`src/rtl/rf_writeback_arbiter.sv`:
```
// Round-robin arbiter for the register-file write port between the ALU and load
// write-back paths, plus a per-register busy scoreboard for issue-time stall checks.
module rf_writeback_arbiter #(
  parameter int DATA_W = 32,
  parameter int ADDR_W = 4
) (
  input  logic              clk,
  input  logic              reset,
  input  logic              req0_valid,
  input  logic [ADDR_W-1:0] req0_rd,
  input  logic [DATA_W-1:0] req0_data,
  output logic              req0_ready,
  input  logic              req1_valid,
  input  logic [ADDR_W-1:0] req1_rd,
  input  logic [DATA_W-1:0] req1_data,
  output logic              req1_ready,
  input  logic              rsv_valid,
  input  logic [ADDR_W-1:0] rsv_rd,
  input  logic [ADDR_W-1:0] chk_rs,
  input  logic [ADDR_W-1:0] chk_rt,
  output logic              rs_busy,
  output logic              rt_busy,
  output logic [ADDR_W-1:0] rf_rd,
  output logic [DATA_W-1:0] rf_write_value,
  output logic              rf_regwrite,
  output logic              last_grant
);

  localparam int NREG = 2 ** ADDR_W;

  typedef enum logic {
    REQ0 = 1'b0,
    REQ1 = 1'b1
  } req_id_t;

  req_id_t           last_q;
  logic              grant0;
  logic              grant1;
  logic              xfer;
  logic [ADDR_W-1:0] win_rd;
  logic [DATA_W-1:0] win_data;
  logic [NREG-1:0]   busy_q;
  logic [NREG-1:0]   busy_d;

  // Contention goes to whichever requester did not win last; ready implies valid.
  always_comb begin
    grant0 = req0_valid && (!req1_valid || (last_q == REQ1));
    grant1 = req1_valid && (!req0_valid || (last_q == REQ0));
    xfer   = grant0 || grant1;
    win_rd   = grant1 ? req1_rd   : req0_rd;
    win_data = grant1 ? req1_data : req0_data;
  end

  assign req0_ready = grant0;
  assign req1_ready = grant1;
  assign last_grant = last_q;

  always_ff @(posedge clk or posedge reset) begin
    if (reset) begin
      last_q <= REQ1;
    end else if (xfer) begin
      last_q <= grant1 ? REQ1 : REQ0;
    end
  end

  // Write stage: register-0 writes are accepted but never enabled.
  always_ff @(posedge clk or posedge reset) begin
    if (reset) begin
      rf_regwrite    <= 1'b0;
      rf_rd          <= '0;
      rf_write_value <= '0;
    end else begin
      rf_regwrite <= xfer && (win_rd != '0);
      if (xfer) begin
        rf_rd          <= win_rd;
        rf_write_value <= win_data;
      end
    end
  end

  // Clear first, then set, so a same-edge reservation of the written register survives.
  always_comb begin
    busy_d = busy_q;
    if (rf_regwrite) begin
      busy_d[rf_rd] = 1'b0;
    end
    if (rsv_valid && (rsv_rd != '0)) begin
      busy_d[rsv_rd] = 1'b1;
    end
    busy_d[0] = 1'b0;
  end

  always_ff @(posedge clk or posedge reset) begin
    if (reset) begin
      busy_q <= '0;
    end else begin
      busy_q <= busy_d;
    end
  end

  // The register file writes through, so the in-flight write hides its own busy bit.
  always_comb begin
    rs_busy = (chk_rs != '0) && busy_q[chk_rs] && !(rf_regwrite && (rf_rd == chk_rs));
    rt_busy = (chk_rt != '0) && busy_q[chk_rt] && !(rf_regwrite && (rf_rd == chk_rt));
  end

endmodule
```
`config.mk`:
```
export PLATFORM = sky130hd
export DESIGN_NAME = rf_writeback_arbiter
export DESIGN_NICKNAME = d
export VERILOG_FILES = /design/src/rtl/rf_writeback_arbiter.sv
export SDC_FILE = /design/constraint.sdc
export NUM_CORES = 1
export LEC_CHECK = 0
export ABC_AREA = 1
export CAP_MARGIN = 20
export CORE_UTILIZATION = 25
export DETAILED_ROUTE_END_ITERATION = 7
export GPL_TIMING_DRIVEN = 0
export PLACE_DENSITY = 0.62
export SETUP_SLACK_MARGIN = 0.2
export SYNTH_ARGS = -nofsm -noshare
export SYNTH_HDL_FRONTEND = slang
export SYNTH_SLANG_ARGS = --single-unit
```
`constraint.sdc`:
```
create_clock -name clk -period 3.4 [get_ports clk]
set_input_delay 0.68 -clock clk [delete_from_list [all_inputs] [get_ports clk]]
set_output_delay 0.68 -clock clk [all_outputs]
set_load 0.03 [all_outputs]
```
# --- Word level (Yosys, flattened, before mapping) ---
# Index checks and enable logic that the tools add are counted.
totals:
  output_inout_bits: 42
  word_cells: 53
  inputBits: 89
  n_memories: 0
  latch_bits: 0
  regBits: 53
  romBits: 0
  mem_bits_rw: 0
op_classes:
  addsub: 0
  div_mod_pow: 0
  reduce_logical: 23
  magnitude_cmp: 6
  shift: 0
  n_mul: 0
  mux: 13
  eq_ne: 2
  n_bitwise: 4
op_table:
  columns: ["cell", "count"]
  rows:
  - ["16-bit two-way mux", 2]
  - ["32-bit two-way mux", 1]
  - ["4-bit by 5-bit < comparator with 1-bit output, second input constant", 4]
  - ["16-bit bitwise AND", 1]
  - ["16-bit inverter", 1]
  - ["16-bit OR", 1]
  - ["4-bit nonzero test", 4]
  - ["1-bit logical AND", 12]
  - ["1-bit binary-select mux with 4-bit select", 2]
  - ["1-bit demux with 4-bit select", 2]
  - ["4-bit equality test", 2]
  - ["4-bit by 1-bit greater-or-equal comparator with 1-bit output, second input constant", 2]
  - ["1-bit two-way mux", 5]
  - ["1-bit logical NOT", 4]
  - ["4-bit two-way mux", 1]
  - ["1-bit logical OR", 3]
  - ["1-bit inverter", 1]

# --- Longest topological paths before layout ---
depth:
  depth_word: 9
  ltp_mapped: 9
  depth_no_buf: 8

# --- Worst setup path before layout ---
# Ideal clock, no wire load.
synth_path:
  kind: "input port to output port"
  startpoint: "input port chk_rt[0]"
  endpoint: "output port rt_busy"
  path_slack_ps: 1013
  cell_stages: 8
  arrival_time_ps: 1707
  path_cell_list: "buf_4 -> inv_1 -> nand2_1 -> nand3_1 -> nand2_1 -> a21oi_1 -> nor2_1 -> nor2_1"
synth_between:
  elab_chain_len: 4
  word_cells_on_any_way: 8
  classes_between: "1 x eq/ne; 2 x mux; 5 x reduce/logical"
synth_lines:
  columns: ["item", "line", "rtl"]
  rows:
  - ["start, declared", "20", "input logic [ADDR_W-1:0] chk_rt,"]
  - ["1-bit binary-select mux with 4-bit select or 4-bit equality test (tied branches)", "104", "rt_busy = (chk_rt != '0) && busy_q[chk_rt] && !(rf_regwrite && (rf_rd == chk_rt));"]
  - ["1-bit two-way mux (not written as such) or 1-bit logical AND (tied branches)", "104", null]
  - ["1-bit logical AND or 1-bit logical NOT (tied branches)", "104", null]
  - ["1-bit logical AND (*)", "104", null]
  - ["end, declared", "22", "output logic rt_busy,"]
# Every way passes the cells marked *; elsewhere a longest branch is shown, timed or not. The select of a mux whose other input is x is not followed.

# --- Worst setup path in the final report ---
layout_path:
  startpoint: "input port req0_valid"
  endpoint: "output port req1_ready"
layout_between:
  elab_chain_len: 3
layout_lines:
  columns: ["item", "line", "rtl"]
  rows:
  - ["start, declared", "9", "input logic req0_valid,"]
  - ["1-bit logical NOT", "48", "grant1 = req1_valid && (!req0_valid || (last_q == REQ0));"]
  - ["1-bit logical OR", "48", null]
  - ["1-bit logical AND", "48", null]
  - ["end, declared", "16", "output logic req1_ready,"]
# Every way passes these cells.

==> metrics.txt <==
# TYPE chip_impl_metric gauge
chip_impl_info{name="status",value="finished, final reports clean"} 1
chip_impl_metric{name="synth-edff-count",unit=""} 0
chip_impl_metric{name="ir_worst_vdd",unit="uV"} 195
chip_impl_metric{name="mappedNetlistNets",unit=""} 490
chip_impl_info{name="rsz0062_at_grt",value="false"} 1
chip_impl_metric{name="crit_fanout",unit=""} 10
chip_impl_metric{name="dp.final_hpwl",unit="mm"} 7.20
chip_impl_metric{name="gr-total-overflow",unit=""} 0
chip_impl_info{name="synth.area.top_cells",value="sky130_fd_sc_hd__dfrtp_1, sky130_fd_sc_hd__o21ai_0, sky130_fd_sc_hd__nand2_1"} 1
chip_impl_info{name="worst_hold_path.endpoint",value="rf_write_value[1]"} 1
chip_impl_metric{name="finish_stage_setup_viols",unit=""} 0
chip_impl_metric{name="critical_path_required",unit="ns"} 2.72
chip_impl_info{name="synth_commonest_cells",value="sky130_fd_sc_hd__nand2_1, sky130_fd_sc_hd__o21ai_0, sky130_fd_sc_hd__nor2_1"} 1
chip_impl_metric{name="design.portCount",unit=""} 131
chip_impl_metric{name="placement.io_buffers",unit=""} 128
chip_impl_metric{name="clock_sinks",unit=""} 53
chip_impl_metric{name="cts_hold_repair.buffers",unit=""} 0
chip_impl_metric{name="ys_types",unit=""} 25
chip_impl_metric{name="vias",unit=""} 3149
chip_impl_metric{name="reg2reg_slack",unit="ns"} 1.90
chip_impl_metric{name="hold_depth",unit=""} 2
chip_impl_metric{name="yosys_warnings",unit=""} 0
chip_impl_metric{name="grt_start_max_net_pins",unit=""} 37
chip_impl_metric{name="routabilityCongestion",unit=""} 0.893
chip_impl_metric{name="layout_skew",unit="ns"} 0.00551
chip_impl_metric{name="number_of_h_tree_branching_levels",unit=""} 2
chip_impl_metric{name="final_layout_size_suffix_gt1_share",unit="%"} 6.32
chip_impl_info{name="min_from",value="rf_write_value[1]"} 1
chip_impl_metric{name="cts_setup_buffers",unit=""} 0
chip_impl_metric{name="routed_via_density",unit=""} 4.64
chip_impl_metric{name="drt_drc_violations_left",unit=""} 0
chip_impl_info{name="synthFlopType",value="sky130_fd_sc_hd__dfrtp_1"} 1
chip_impl_metric{name="maxSlewViolCount",unit=""} 0
chip_impl_metric{name="post-route-min-period",unit="ns"} 3.06
chip_impl_metric{name="rows",unit=""} 38
chip_impl_info{name="root_buffer",value="sky130_fd_sc_hd__clkbuf_16"} 1
chip_impl_metric{name="slew_hr",unit="%"} 73.1
chip_impl_info{name="worstSetupPathType",value="input pin to primary output"} 1
chip_impl_info{name="worstReg2RegStart",value="last_grant"} 1
chip_impl_metric{name="synth_cells",unit=""} 401
chip_impl_metric{name="clock_tree.buffer_depth",unit=""} 2
chip_impl_metric{name="worst_skew_pair.late_latency",unit="ns"} 0.29
chip_impl_metric{name="die_w",unit="um"} 109
chip_impl_metric{name="yosysSeqAreaShare",unit="%"} 46.1
chip_impl_metric{name="die_area",unit="um2"} 11900
chip_impl_metric{name="initial_utilization",unit="%"} 26.1
chip_impl_metric{name="flow.area_growth_from_synthesis",unit="%"} 56.3
chip_impl_metric{name="net_count_final",unit=""} 626
chip_impl_metric{name="setup_tns",unit="ns"} 0
chip_impl_metric{name="grt_antenna_before_repair",unit=""} 0
chip_impl_metric{name="n_diodes",unit=""} 0
chip_impl_info{name="synth.largest_area_cell",value="sky130_fd_sc_hd__dfrtp_1"} 1
chip_impl_metric{name="synthesized_flop_and_latch_total",unit=""} 53
chip_impl_metric{name="antenna_violating_nets_post_route",unit=""} 0
chip_impl_metric{name="total_leakage_power",unit="nW"} 1.94
chip_impl_info{name="worstHoldPathType",value="register to register"} 1
chip_impl_metric{name="placed_cells_incl_taps",unit=""} 670
chip_impl_metric{name="post_layout_nonfiller_instances",unit=""} 678
chip_impl_metric{name="core_area",unit="um2"} 11000
chip_impl_metric{name="ys_async_sr_fraction",unit="%"} 100
chip_impl_metric{name="routed_length_per_placed_instance",unit="um"} 13.5
chip_impl_metric{name="grt_pass1_wl",unit="mm"} 14.4
chip_impl_metric{name="drt_pre_antenna_iters",unit=""} 5
chip_impl_metric{name="tritoncts.num_buffers",unit=""} 5
chip_impl_metric{name="timing_hold_violations_final",unit=""} 0
chip_impl_metric{name="finalWirelength",unit="mm"} 9.15
chip_impl_info{name="endpoint_kind",value="primary output"} 1
chip_impl_info{name="critical_path.startpoint_type",value="input pin"} 1
chip_impl_metric{name="vias_in_the_first_global_route",unit=""} 3025
chip_impl_metric{name="synth_top_area_share",unit="%"} 45.2
chip_impl_metric{name="maxCapViolCount",unit=""} 0
chip_impl_metric{name="worst-slew-pin-transition",unit="ns"} 0.402
chip_impl_metric{name="grt_usage",unit="%"} 15.5
chip_impl_metric{name="worst_ep_arrival_time",unit="ns"} 2.38
chip_impl_metric{name="max_freq",unit="MHz"} 327
chip_impl_info{name="synth_most_common_cell",value="sky130_fd_sc_hd__nand2_1"} 1
chip_impl_metric{name="power.density",unit="nW/um2"} 467
chip_impl_metric{name="drt_first_iter_violations",unit=""} 138
chip_impl_metric{name="die_h",unit="um"} 109
chip_impl_metric{name="finalCritPeriodShare",unit="%"} 90.0
chip_impl_metric{name="worstRegToRegCells",unit=""} 5
chip_impl_info{name="tritoncts",value="yes"} 1
chip_impl_info{name="critPathLaunch",value="req0_valid"} 1
chip_impl_info{name="critical_path.reg2reg.endpoint",value="rf_write_value[24]"} 1
chip_impl_metric{name="syn_avg_cell_area",unit="um2"} 7.18
chip_impl_metric{name="clkTransAtPathRegs",unit="ns"} 0.07
chip_impl_metric{name="cell_area_after_synthesis",unit="um2"} 2880
## what timing repair did
action / in CTS / in global routing
pin swaps: 0 / 0
resized for setup: 1 / 1
setup endpoints to repair: 1 / 1
endpoints found under the hold margin: 0 / 0
## layout make-up
cell class | count | area (um2)
Buffer | 20 | 104
Clock buffer | 5 | 125
Sequential cell | 53 | 1330
Multi-Input combinational cell | 301 | 1350
Timing Repair Buffer | 129 | 1300
Clock inverter | 3 | 17.5
Fill cell | 1163 | 6530
Tap cell | 140 | 175
Inverter | 27 | 101
## worst max-delay path by stage
stage	slack [ns]	to	depth (start not counted)
6_report	0.34	req1_ready	6
2_1_floorplan	1.01	rt_busy	8
3_3_place_gp	0.16	rs_busy	9
4_1_cts	0.26	rt_busy	8
3_5_place_dp	0.16	rs_busy	9
5_1_grt	0.27	req1_ready	6
## routing by layer
layer  GRT usage (%)  part of all wire, %
met3            4.33                  8.4
met2            25.0                   46
met1            19.7                   43
met5               0                    0
met4            5.71                  2.5
## metrics by stage
stage | setup WS (ns) | cell area [um2] | util [%] | hold WS, ns | total power, mW
2_1_floorplan | 1.01 | 2880 | - | 0.470 | 1.27
3_3_place_gp | 0.162 | 4330 | 39.3 | 0.466 | 1.61
3_5_place_dp | 0.159 | 4350 | 39.5 | 0.477 | 1.62
4_1_cts | 0.264 | 4500 | 40.8 | 0.491 | 2.12
5_1_grt | 0.269 | 4500 | 40.8 | 0.505 | 2.24
6_report | 0.339 | 4500 | 40.8 | 0.491 | 2.10
## cell usage in the layout (no fill, tap or decap), types with 2 or more instances in the layout
cell type                           n
sky130_fd_sc_hd__o21ai_1           14
sky130_fd_sc_hd__nand2_2            2
sky130_fd_sc_hd__clkbuf_16          5
sky130_fd_sc_hd__o21ai_0           84
sky130_fd_sc_hd__inv_2              2
sky130_fd_sc_hd__clkdlybuf4s50_1  126
sky130_fd_sc_hd__nand3_1           19
sky130_fd_sc_hd__nor3_1             2
sky130_fd_sc_hd__buf_2             14
sky130_fd_sc_hd__or2_2              2
sky130_fd_sc_hd__nand2_1          105
sky130_fd_sc_hd__a21oi_1            6
sky130_fd_sc_hd__clkbuf_1           4
sky130_fd_sc_hd__nand4_1            2
sky130_fd_sc_hd__inv_1             25
sky130_fd_sc_hd__nor2_1            54
sky130_fd_sc_hd__dfrtp_1           52
sky130_fd_sc_hd__o31ai_1            4
sky130_fd_sc_hd__o211ai_1           2
sky130_fd_sc_hd__clkinv_2           2
## cells by family (layout without fill, tap and decap cells)
logic type	count (synthesis)	count (layout)	share of synthesized area (%)
and+or+nand+nor	188	188	26.3
buffers and inverters	47	184	7.13
xor gates and xnor gates	1	1	0.304
DFF	53	53	46.1
AOI/OAI and AO/OA	112	112	20.2
## state kept, by name, summed over array words and instances, names as in the netlist
name            flops
rf_rd               4
rf_regwrite         1
last_grant          1
rf_write_value     32
busy_q             15
## worst max-delay path, stage by stage
cell	delay [ns]
sky130_fd_sc_hd__clkdlybuf4s50_1	0.43
sky130_fd_sc_hd__nand2_2	0.10
sky130_fd_sc_hd__nand2_2	0.08
sky130_fd_sc_hd__inv_2	0.13
sky130_fd_sc_hd__buf_2	0.24
sky130_fd_sc_hd__clkdlybuf4s50_1	0.70
## power breakdown
group / leakage, nW / internal [mW] / total [mW] / switching, mW
Combinational: 1.25 / 0.326 / 0.743 / 0.417
Sequential: 0.617 / 0.765 / 0.866 / 0.101
Clock: 0.0696 / 0.270 / 0.494 / 0.224
No activity file was read; power rests on OpenSTA's default activity.
